===== src/rtl/tree_divider.sv =====
// tree_divider: sequential restoring divider that recovers one factor of an
// AdderTree product. A 2W-bit dividend is divided by a W-bit divisor, and one
// quotient bit is resolved per clock. There is a valid/ready handshake on the
// input side and on the output side.
//
// state | meaning
// ------+------------------------------------------------------------------
// IDLE  | in_ready high, waiting for a dividend/divisor pair
// RUN   | one shift-subtract step per cycle, 2W steps in total
// DONE  | result presented with out_valid, held until out_ready
module tree_divider #(
    parameter int N = 3
) (
    input  logic                    clk,
    input  logic                    rst_n,
    input  logic                    in_valid,
    output logic                    in_ready,
    input  logic [2*(2**N)-1:0]     P,
    input  logic [(2**N)-1:0]       B,
    output logic                    out_valid,
    input  logic                    out_ready,
    output logic [2*(2**N)-1:0]     Q,
    output logic [(2**N)-1:0]       R,
    output logic                    dbz
);

    localparam int W  = 2**N;
    localparam int DW = 2*W;
    // One spare bit so the counter can never wrap before the terminal compare.
    localparam int CW = $clog2(DW) + 1;
    localparam logic [CW-1:0] LAST_STEP = CW'(DW - 1);

    typedef enum logic [1:0] {
        IDLE = 2'd0,
        RUN  = 2'd1,
        DONE = 2'd2
    } state_t;

    state_t          state;
    // The dividend shifts out at the top while quotient bits shift in at the
    // bottom. After 2W steps the register holds only the quotient.
    logic [DW-1:0]   dvd_q;
    logic [W-1:0]    div_b;
    logic [W-1:0]    rem;
    logic [CW-1:0]   cnt;
    logic            dbz_pend;
    logic [W-1:0]    p_lo;

    logic [W:0]      rem_sh;
    logic            ge;
    logic [W-1:0]    rem_nx;
    logic [DW-1:0]   dvd_q_nx;

    // One restoring step: bring in the next dividend bit, then subtract the
    // divisor if it fits. If the subtract is skipped, rem_sh is below the
    // divisor, so its top bit is zero and can be dropped.
    always_comb begin
        rem_sh   = {rem, dvd_q[DW-1]};
        ge       = (rem_sh >= {1'b0, div_b});
        rem_nx   = ge ? W'(rem_sh - {1'b0, div_b}) : rem_sh[W-1:0];
        dvd_q_nx = {dvd_q[DW-2:0], ge};
    end

    // Control FSM, datapath registers and registered handshake/result outputs.
    always_ff @(posedge clk or negedge rst_n) begin
        if (!rst_n) begin
            state     <= IDLE;
            in_ready  <= 1'b1;
            out_valid <= 1'b0;
            dvd_q     <= '0;
            div_b     <= '0;
            rem       <= '0;
            cnt       <= '0;
            dbz_pend  <= 1'b0;
            p_lo      <= '0;
            Q         <= '0;
            R         <= '0;
            dbz       <= 1'b0;
        end else begin
            case (state)
                IDLE: begin
                    if (in_valid) begin
                        dvd_q    <= P;
                        div_b    <= B;
                        rem      <= '0;
                        cnt      <= '0;
                        dbz_pend <= (B == '0);
                        p_lo     <= P[W-1:0];
                        in_ready <= 1'b0;
                        state    <= RUN;
                    end
                end
                RUN: begin
                    dvd_q <= dvd_q_nx;
                    rem   <= rem_nx;
                    cnt   <= cnt + CW'(1);
                    if (cnt == LAST_STEP) begin
                        // A zero divisor still runs all 2W steps, so latency
                        // is the same; the result is replaced only at the end.
                        if (dbz_pend) begin
                            Q   <= '1;
                            R   <= p_lo;
                            dbz <= 1'b1;
                        end else begin
                            Q   <= dvd_q_nx;
                            R   <= rem_nx;
                            dbz <= 1'b0;
                        end
                        out_valid <= 1'b1;
                        state     <= DONE;
                    end
                end
                DONE: begin
                    if (out_ready) begin
                        out_valid <= 1'b0;
                        in_ready  <= 1'b1;
                        state     <= IDLE;
                    end
                end
                default: begin
                    out_valid <= 1'b0;
                    in_ready  <= 1'b1;
                    state     <= IDLE;
                end
            endcase
        end
    end

endmodule


===== config.mk =====
export PLATFORM = sky130hd
export DESIGN_NAME = tree_divider
export DESIGN_NICKNAME = d
export VERILOG_FILES = /design/src/rtl/tree_divider.sv
export SDC_FILE = /design/constraint.sdc
export NUM_CORES = 1
export LEC_CHECK = 0
export ABC_AREA = 1
export CORE_MARGIN = 1.5
export CORE_UTILIZATION = 40
export CTS_BUF_LIST = sky130_fd_sc_hd__clkbuf_16
export DETAILED_ROUTE_END_ITERATION = 12
export GPL_TIMING_DRIVEN = 0
export PLACE_DENSITY = 0.59
export RECOVER_POWER = 25
export SETUP_SLACK_MARGIN = 0.4
export SLEW_MARGIN = 10
export SYNTH_ARGS = -nofsm -noshare
export SYNTH_HDL_FRONTEND = slang
export SYNTH_SLANG_ARGS = --single-unit

===== constraint.sdc =====
create_clock -name clk -period 4.8 [get_ports clk]
set_input_delay 0.96 -clock clk [delete_from_list [all_inputs] [get_ports clk]]
set_output_delay 0.96 -clock clk [all_outputs]
set_load 0.005 [all_outputs]

-- Yosys cells after proc, flatten, opt, wreduce, memory -nomap -nowiden
Index checks and enable logic that the tools add are counted.
- add/sub/neg operators: 2
- magnitude comparators: 1
- eq/ne operators: 6
- multiplexer cells: 20
- bitwise logic cells: 2
- reductions and logical operators: 9
- operators by type and width (kind ; number):
    $mux W16 ; 2
    $pmux W16 S2 ; 1
    $mux W8 ; 3
    $pmux W8 S2 ; 1
    $pmux W5 S2 ; 1
    $ge A9 B8 Y1 ; 1
    $reduce_and A3 Y1 ; 3
    $logic_not A8 Y1 ; 1
    $sub A8 B8 Y8 ; 1
    $mux W2 ; 3
    $ne A2 B2 Y1 const B ; 3
    $pmux W1 S3 ; 2
    $pmux W2 S3 ; 1
    $reduce_and A2 Y1 ; 3
    $add A5 B1 Y5 const B ; 1
    $eq A5 B4 Y1 const B ; 1
    $mux W1 ; 5
    $mux W5 ; 1
    $eq A2 B1 Y1 const B ; 1
    $eq A2 B2 Y1 const B ; 1
    $logic_not A2 Y1 ; 1
    $not A1 Y1 ; 2
    $reduce_bool A2 Y1 ; 1
- flip-flop bits (word level): 75
- input port bits: 28
- output and inout port bits: 27
- word-level logic and storage cells: 52

-- Depth between registers and ports, before layout
- depth in word-level cells: 3
- mapped depth: 13
- gate-level depth less buffers: 13

-- Least setup slack after synthesis
No wires, ideal clock.
- path type: reg2reg
- start point: register cnt[0]
- end point: register Q[0]
- library setup time: 0.119 ns
- data arrival time: 1.573 ns
- required time: 4.681 ns
- slack: 3.108 ns
- stages on the path, launching flop included: 12
- path buffers: 0
- clock period less this slack: 1.692 ns
- path through: dfrtp_1 > ha_1 > nand2_1 > nor2_1 > ha_1 > nand2_1 > nor2_4 > inv_2 > nor2_4 > inv_2 > o22ai_1 > inv_1
- cells in the longest elaborated chain, start to end: 2
- RTL lines (item ; RTL line ; source):
    start: declaration ; 45 ; logic [CW-1:0] cnt;
    start signal: assignment ; 96 ; cnt <= cnt + CW'(1);
    $eq A5 B4 Y1 ; 97 ; if (cnt == LAST_STEP) begin
    $reduce_and A2 Y1 (no source line) ; -- ;
    end signal: assignment ; 105 ; Q <= dvd_q_nx;
    end: declaration ; 22 ; output logic [2*(2**N)-1:0] Q,
Every way passes these cells.
A chain may end at the register's enable or synchronous reset.

-- Worst setup path after layout
- start point: register in_ready
- end point: output port in_ready
- RTL lines (item ; RTL line ; source):
    start: declaration ; 17 ; output logic in_ready,
    start signal: assignment ; 68 ; in_ready <= 1'b1;
    start signal: assignment ; 89 ; in_ready <= 1'b0;
    start signal: assignment ; 116 ; in_ready <= 1'b1;
No word-level cell between the ends.

==> impl_metrics.ini <==
[status]
status = finished, final reports clean

[timing]
clock.fmax_mhz = 430
period_minus_slack_ps = 2320
setup_violations = 0
hold_viol_final = 0
timing.final.crit_share_pct = 48.4
slew-limit-headroom_pct = 14.8
setup_tns_ps = 0
skew_ps = 10.2
setup_ws_ps = 2480
drv_slew = 0
rsz0062_at_grt = no
worst_hold_slack_ps = 478
worstMarginPinSlew_ps = 1280

[placement]
dp_hpwl_mm = 6.23
port_buffers = 54
place.gp.congestion = 0.831
dp_slack_ps = 2390

[worst_setup_path]
crit_type = flip-flop to output pin
path_depth = 1
endpoint = in_ready
cp-start-kind = flip-flop
path_cells = clkdlybuf4s50_1
cp-startpoint = in_ready$_DFFE_PN1P_
r2r-start = cnt[0]$_DFFE_PN0P_
critPathArrivalTime_ps = 1360
critical-path-top-delay-family = flip-flops
end_kind = output pin
cp_max_fo = 2
reg2regPathDepth = 11
crit_buf_inv = 1
crit_slowest_cell = dfstp_2
worst_ep_required_time_ps = 3840
r2r_slack_ps = 2770
max_stage_delay_ps = 530
r2r-end = Q[0]$_DFFE_PN0P_

[global_route]
grt_antenna_before_repair = 0
grt_pass1_wl_mm = 14.5
grt_pass1_vias = 2959
grt_max_degree = 55
track_usage_pct = 19.2
grt_overflow = 0

[power]
vdd_ir_drop_max_uv = 315
p_per_area_nw_per_um2 = 759
p_leak_uw = 0.00221

[flow_run]
maxCapViolations = 0

[min_path]
hold_class = flip-flop to flip-flop

[floorplanning]
ioPinCount = 55
num_rows = 34
fp.dieH_um = 97.5
core-area_sq_um = 8680
dieArea_sq_um = 9500
start_util_pct = 41.1
die_w_um = 97.5

[logic_synthesis]
syn_area_sq_um = 3570
synth_top_area_share_pct = 51.9
synth.largest_area_cell = dfrtp_1
synth_nets = 440
synth-seq-area-share_pct = 52.6
synthTopCellsByArea = dfrtp_1 (52%), nand2_1 (14%), nand3_1 (4.3%)
ys_ff_latch = 75
yosysWarnings = 0
syn_area_per_cell_sq_um = 8.90
postSynthCellCount = 401
yosysUniqueCellTypes = 37

[clock_network]
post_cts_buffers = 0
cts-buffers-inserted = 9
h-tree-depth = 3
cts_tree = yes
cts-root-buf = clkbuf_16
clk_pin_slew_ps = 60
ctsLongestPathBuffers = 2
postCtsHoldBufs = 0
ctsResizeCount = 0
cts.sinks = 75
clk_latency_ps = 330

[cells_and_area]
drive_gt1_share_pct = 10.2
final_cell_mix = nand2_1 (130), dfrtp_1 (74), clkdlybuf4s50_1 (53)
area_delta_synth_final_pct = 27.7
nets = 506
layout_commonest_cell = nand2_1
diodes = 0

[drt]
vias = 2912
wirelength_mm = 8.50
drt-initial-drc-count = 100
dr.pass1.iters = 4
drc = 0
ant_nets = 0
via_per_inst = 5.03
wl_per_cell_um = 14.7
-- metrics by stage --
step | utilization (%) | cell area (sq um) | cells | total power [uW]
6_report | 52.5 | 4560 | 579 | 3460
5_1_grt | 52.5 | 4560 | 579 | 3770
4_1_cts | 52.6 | 4560 | 579 | 3500
3_5_place_dp | 49.2 | 4270 | 564 | 2810
3_3_place_gp | 48.9 | 4250 | 563 | 2780
2_1_floorplan | - | 3570 | 401 | 2250
-- routing by layer --
layer  up-vias  part of all wire, %  track usage, %
met4         0                 0.80            4.95
met2        58                   47            30.4
met3         8                  3.4            4.17
li1       1441                    -               -
met5         -                    0               0
met1      1405                   49            26.8
-- flip-flops by register name, indices dropped and copies added (netlist names), 2 cells and up --
name,flops
Q,16
dvd_q,16
R,8
div_b,8
p_lo,8
rem,8
cnt,5
state,2
-- Yosys cell counts, drive strengths merged --
| cell | n |
|---|---|
| clkbuf | 2 |
| or2 | 2 |
| nand3b | 6 |
| nor3 | 3 |
| a22o | 1 |
| a221oi | 2 |
| xnor2 | 2 |
| ha | 10 |
| o211ai | 7 |
| nand2 | 133 |
| xor2 | 2 |
| nor2 | 26 |
| o22ai | 3 |
| a22oi | 8 |
| inv | 39 |
| dfrtp | 74 |
| a21oi | 12 |
| dfstp | 1 |
| o21ai | 16 |
| nand4 | 1 |
| buf | 10 |
| nand3 | 32 |
| o22a | 7 |
| nor4 | 1 |
| fa | 1 |
-- cell type report --
class / instances / area [sq um]
Tap cell: 108 / 135
Fill cell: 857 / 4120
Timing Repair Buffer: 55 / 562
Inverter: 39 / 149
Multi-Input combinational cell: 275 / 1470
Sequential cell: 75 / 1880
Clock inverter: 6 / 65.1
Buffer: 12 / 77.6
Clock buffer: 9 / 225
-- power by group --
group          switching [uW]  internal [uW]
Sequential                179            948
Combinational             918            756
Clock                     257            400
-- worst min path at each step --
| stage | slack (ps) | depth (start not counted) | start | endpoint |
|---|---|---|---|---|
| floorplan | 450 | 2 | p_lo[0]$_DFFE_PN0P_ | p_lo[0]$_DFFE_PN0P_ |
| global placement | 450 | 2 | in_ready$_DFFE_PN1P_ | in_ready$_DFFE_PN1P_ |
| detailed placement | 470 | 2 | p_lo[7]$_DFFE_PN0P_ | p_lo[7]$_DFFE_PN0P_ |
| CTS | 490 | 2 | in_ready$_DFFE_PN1P_ | in_ready$_DFFE_PN1P_ |
| global route | 510 | 2 | in_ready$_DFFE_PN1P_ | in_ready$_DFFE_PN1P_ |
| finish | 480 | 2 | in_ready$_DFFE_PN1P_ | in_ready$_DFFE_PN1P_ |
-- cell families (layout without fill, tap and decap cells) --
| group | count (synthesis) | count (layout) | share of synthesized area [%] |
|---|---|---|---|
| flip-flops | 75 | 75 | 52.6 |
| AND/OR/NAND/NOR | 204 | 204 | 25.0 |
| buffers and inverters | 51 | 121 | 6.34 |
| XOR/XNOR | 4 | 4 | 0.982 |
| AO/OA/AOI/OAI | 56 | 56 | 11.0 |
| adder cells (fa/ha/maj) | 11 | 11 | 4.07 |
Note: power is estimated with default switching activity, not from simulation.
